==> src/rtl/prm_status_writer.sv <==
// prm_status_writer: captures datapath status values into per-slot shadows and writes
// them round-robin into the parameter RAM. Optional macro: PRM_STATUS_WRITER_FILTER_EN.
module prm_status_writer #(
  parameter int ADDR_W  = 8,
  parameter int DATA_W  = 32,
  parameter int N_SLOTS = 4,
  parameter logic [N_SLOTS*ADDR_W-1:0] SLOT_ADDR = {8'd6, 8'd5, 8'd4, 8'd3}
) (
  input  logic                      clk,
  input  logic                      rstn,
  input  logic [N_SLOTS*DATA_W-1:0] stat_dat,
  input  logic [N_SLOTS-1:0]        stat_val,
  output logic                      wr_req,
  input  logic                      wr_gnt,
  output logic [ADDR_W-1:0]         prm_addr,
  output logic [DATA_W-1:0]         prm_ram_d,
  output logic                      prm_ram_w,
  output logic                      busy,
  output logic [7:0]                ovr_cnt
);

  localparam int SEL_W = (N_SLOTS > 1) ? $clog2(N_SLOTS) : 1;

  typedef enum logic [1:0] {IDLE, REQ, WRITE} state_t;

  state_t            state;
  logic [DATA_W-1:0] shd [N_SLOTS];
  logic [N_SLOTS-1:0] pend;
  logic [N_SLOTS-1:0] pend_nxt;
  logic [N_SLOTS-1:0] cap;
  logic [N_SLOTS-1:0] drop;
  logic [N_SLOTS-1:0] clr;
  logic [N_SLOTS-1:0] ovr;
  logic [SEL_W-1:0]  last;
  logic [SEL_W-1:0]  sel;
  logic              any_pend;
  logic              take;
  logic [3:0]        ovr_n;
  logic [8:0]        ovr_sum;

  function automatic logic [SEL_W-1:0] rr_idx(input logic [SEL_W-1:0] base, input int k);
    int s;
    s = int'(base) + k;
    if (s >= N_SLOTS) s = s - N_SLOTS;
    return SEL_W'(s);
  endfunction

  // Round-robin pick starting after the last served slot; the nearest pending slot wins.
  always_comb begin
    any_pend = |pend;
    sel      = last;
    for (int k = N_SLOTS; k >= 1; k--) begin
      if (pend[rr_idx(last, k)]) sel = rr_idx(last, k);
    end
    take     = (state == IDLE) && any_pend;
    clr      = take ? (N_SLOTS'(1) << sel) : '0;
    cap      = stat_val & ~drop;
    ovr      = cap & pend & ~clr;
    pend_nxt = (pend & ~clr) | cap;
    ovr_n    = '0;
    for (int i = 0; i < N_SLOTS; i++) begin
      ovr_n = ovr_n + 4'(ovr[i]);
    end
    ovr_sum  = {1'b0, ovr_cnt} + {5'b0, ovr_n};
  end

  always_ff @(posedge clk or negedge rstn) begin
    if (!rstn) begin
      state     <= IDLE;
      last      <= SEL_W'(N_SLOTS - 1);
      pend      <= '0;
      for (int i = 0; i < N_SLOTS; i++) shd[i] <= '0;
      wr_req    <= 1'b0;
      prm_ram_w <= 1'b0;
      prm_addr  <= '0;
      prm_ram_d <= '0;
      busy      <= 1'b0;
      ovr_cnt   <= '0;
    end else begin
      pend <= pend_nxt;
      for (int i = 0; i < N_SLOTS; i++) begin
        if (cap[i]) shd[i] <= stat_dat[i*DATA_W +: DATA_W];
      end
      ovr_cnt <= ovr_sum[8] ? 8'hFF : ovr_sum[7:0];
      busy    <= take || (state == REQ) || (|pend_nxt);
      case (state)
        IDLE: begin
          // shd[sel] is the pre-edge value, so a same-edge capture is written next time
          if (take) begin
            prm_ram_d <= shd[sel];
            prm_addr  <= SLOT_ADDR[int'(sel)*ADDR_W +: ADDR_W];
            last      <= sel;
            wr_req    <= 1'b1;
            state     <= REQ;
          end
        end
        REQ: begin
          if (wr_gnt) begin
            wr_req    <= 1'b0;
            prm_ram_w <= 1'b1;
            state     <= WRITE;
          end
        end
        WRITE: begin
          prm_ram_w <= 1'b0;
          state     <= IDLE;
        end
        default: begin
          wr_req    <= 1'b0;
          prm_ram_w <= 1'b0;
          state     <= IDLE;
        end
      endcase
    end
  end

`ifdef PRM_STATUS_WRITER_FILTER_EN
  logic [DATA_W-1:0] lastw [N_SLOTS];
  logic [N_SLOTS-1:0] lv;
  logic [SEL_W-1:0]  fly_sel;

  // A strobe repeating the last written value, with nothing newer queued, is dropped.
  always_comb begin
    for (int i = 0; i < N_SLOTS; i++) begin
      drop[i] = lv[i] && !pend[i] && (stat_dat[i*DATA_W +: DATA_W] == lastw[i]);
    end
  end

  always_ff @(posedge clk or negedge rstn) begin
    if (!rstn) begin
      for (int i = 0; i < N_SLOTS; i++) lastw[i] <= '0;
      lv      <= '0;
      fly_sel <= '0;
    end else begin
      if (take) fly_sel <= sel;
      if (state == WRITE) begin
        lastw[fly_sel] <= prm_ram_d;
        lv[fly_sel]    <= 1'b1;
      end
    end
  end
`else
  assign drop = '0;
`endif

endmodule

==> config.mk <==
export PLATFORM = sky130hd
export DESIGN_NAME = prm_status_writer
export DESIGN_NICKNAME = d
export VERILOG_FILES = /design/src/rtl/prm_status_writer.sv
export SDC_FILE = /design/constraint.sdc
export NUM_CORES = 1
export LEC_CHECK = 0
export BUFFER_PORTS_ARGS = -buffer_cell sky130_fd_sc_hd__buf_2
export CAP_MARGIN = 0
export CORE_MARGIN = 10
export CORE_UTILIZATION = 49
export DETAILED_ROUTE_END_ITERATION = 6
export PLACE_DENSITY_LB_ADDON = 0.08
export SETUP_SLACK_MARGIN = 0.1
export SLEW_MARGIN = 20
export SYNTH_ARGS = -nofsm -noshare
export SYNTH_HDL_FRONTEND = slang
export SYNTH_SLANG_ARGS = --single-unit
==> constraint.sdc <==
create_clock -name clk -period 3.2 [get_ports clk]
set_input_delay 0.64 -clock clk [delete_from_list [all_inputs] [get_ports clk]]
set_output_delay 0.64 -clock clk [all_outputs]
set_load 0.02 [all_outputs]
==> metrics <==
RSZ-0062 raised after global routing=yes; critical path's largest stage delay=about 0.55 ns; number of port buffers=between 150 and 200; clock root buffer master=clkbuf_16; Finish-stage setup viols=0; Final GP Congestion=roughly 0.85; Yosys top cell area share=0.554; Routed Antenna Nets=0; Worst Hold Class=input port to asynchronous set/reset pin; Post-DP Area=9270 µm²; worst slew pin tran=around 0.93 ns; crit path DAT=roughly 3.5 ns; CTS H-tree lvls=4; crit path cell chain=nand2b_1 -> a21oi_2 -> nor3_4 -> buf_4 -> ha_4 -> a21boi_2 -> nand2_1 -> fa_1 -> fa_2 -> inv_2 -> fa_2 -> nand2_2 -> nor2_4 -> buf_4 -> a21oi_1; Clock Latency Late Sink=0.43 ns; CTS Sinks=between 150 and 200; syn_area_per_cell=~13 µm²; worst setup path class=flop to flop; Netlist Area Pre-Place=~8100 µm²; Area contributors post-synth=dfrtp_1 (55%), mux2_2 (19%), a211oi_1 (3.1%); Synth Register Bits=roughly 180; Worst EP required=~3.5 ns; sequential share of the synthesized area=0.561; Fmax=317 MHz; largest net degree at the start of global routing=76; status=finished clean; Design Area, Final=9980 µm²; total die area=22100 µm²; TritonCTS clock tree=built; Core ar.=about 16000 µm²; Slew Viols, Final=0; Crit. End Element=flop; Post-Layout Cell Count=1025; final hold viol count=0; Distinct cells, synth=45; first-pass GRT wire length=about 35000 µm; Core Util, Final=0.608; Pwr Density=roughly 950 nW/µm²; share of synthesized registers carrying an async set or reset=1.00; Post-synth EDFFs=0; ys flop type=dfrtp_1; most frequent cells in the layout=dfrtp_1 (179), buf_2 (179), mux2_2 (136); die height=roughly 150 µm; GRT Overall Usage=0.201; DR WL/cell=approximately 22 µm; FF-to-FF setup slack=0.05 ns; die width=149 µm; Synth Instances=615; fin crit share=0.985; initial antenna violation count=1; clk buf depth=2; Starting Density=0.495; fin nets=between 900 and 1000; post-synth top area cell=dfrtp_1; Max Cap Viol=0; dpl cells=between 900 and 1000; Area Overhead vs Synth=22.8%; Pleak=~4.5 nW; Tot Pwr=9.47 mW; io pins=around 190; CTS Hold Bufs=0; drt initial violations=roughly 320; TritonCTS buffer count=17; Initial DRT Pass Iterations=6; peak supply drop=about 0.58 mV; DR vias/cell=between 5 and 6; layout cell share with drive strength beyond 1=0.514; slew margin rel.=0.379; clk slew on worst S/H paths=0.06 ns; Worst setup SP type=flop; worst hold slack=0.236 ns; Worst Skew=0.00830 ns; vias in the first global route=about 6000; fill count=about 1300; Core Rows=47; min Tclk post-route=between 3 and 4 ns; Total Wirelength=approximately 22000 µm; Detailed Place HPWL=about 16000 µm; Congestion Overflow GR=0; Max Fanout on Critical Path=4; Syn. warnings=0; Max stage delay cell, worst path=dfstp_2; vias post-DR=5784; Post-route DRC=0
==> final timing paths <==
| kind | cells after the start | from | endpoint |
|---|---|---|---|
| worst max-delay path | 15 | last[0] | ovr_cnt[6] |
| max in group asynchronous | 2 | rstn | shd[55] |
| worst min register to register | 2 | prm_addr[2] | prm_addr[2] |
| worst max register to register | 15 | last[0] | ovr_cnt[6] |
| worst min-delay path | 1 | rstn | shd[118] |
| min in group clk | 2 | wr_gnt | state[0] |
==> layout make-up <==
cell class	instances	area, µm²	area share
Clock buffer	20	457	0.0458
Multi-Input combinational cell	381	3420	0.343
Timing Repair Buffer	204	1100	0.111
Inverter	7	28.8	0.00288
Tap cell	220	275	0.0276
Antenna cell	2	5.00	0.000502
Sequential cell	182	4560	0.457
Clock inverter	9	128	0.0128
==> synth_stat cells, types with 2 or more instances <==
cell      number
a211oi_1      34
a211oi_2       6
a21boi_0       4
a21o_1         4
a21oi_1       14
a21oi_2        2
a221o_1       12
and4_1        20
buf_2          2
buf_4          6
buf_8          2
clkbuf_1      38
dfrtp_1      180
dfstp_2        2
fa_1           3
ha_1           5
inv_1          6
mux2_2       136
mux2_4         4
mux2i_1       20
nand2_1       21
nand2b_1       5
nand3_1        5
nand4_1       12
nor2_1        26
nor2b_1        2
nor3_1         3
o21ai_0        7
o31ai_1       12
or2_2          5
or3_1          2
xor2_1         2
==> cells by family after synthesis <==
| logic type | count (synthesis) | synth area share |
|---|---|---|
| other cells | 1 | 0.000462 |
| simple gates | 108 | 0.0761 |
| mux | 160 | 0.221 |
| fa+ha+maj | 8 | 0.0151 |
| buf+inv | 56 | 0.0330 |
| flops | 182 | 0.561 |
| compound gates | 97 | 0.0907 |
| xor+xnor | 3 | 0.00323 |
==> power by group <==
group	leakage [nW]	switching (mW)	internal [mW]
combinational	2.07	2.46	1.71
sequential	2.11	0.371	2.83
clock	0.292	0.843	1.25
==> flip-flops by register name, summed over array words and instances (netlist names) <==
register   flops
shd          128
prm_ram_d     32
ovr_cnt        8
pend           4
prm_addr       3
last           2
state          2
busy           1
prm_ram_w      1
wr_req         1
==> layer usage <==
layer | up-vias | GRT usage | routed length (µm)
li1 | 2612 | - | -
met1 | 2953 | 0.282 | 10400
met2 | 197 | 0.289 | 9810
met3 | 22 | 0.0731 | 1810
met4 | 0 | 0.0500 | 344
met5 | - | 0 | 0
==> stage by stage <==
stage / worst slack [ns] / TNS, ns
CTS: 0.0820 / 0
global placement: 0.0771 / 0
floorplan: 0.104 / 0
detailed placement: -0.107 / -0.234
global route: -0.105 / -0.739
finish: 0.0493 / 0
==> worst max-delay path, delay by kind of cell (launching register included) <==
family	cells	cell delay [ns]
DFF	1	0.55
adders and majority gates	4	1.26
and+or+nand+nor	5	0.47
buffers and inverters	3	0.34
AOI/OAI and AO/OA	3	0.42
==> repair_timing <==
item	in CTS	in global routing
resized for setup	13	6
setup endpoints to repair	8	8
pin swaps	12	5
setup buffers	4	3
Note: power is estimated with default switching activity, not from simulation.
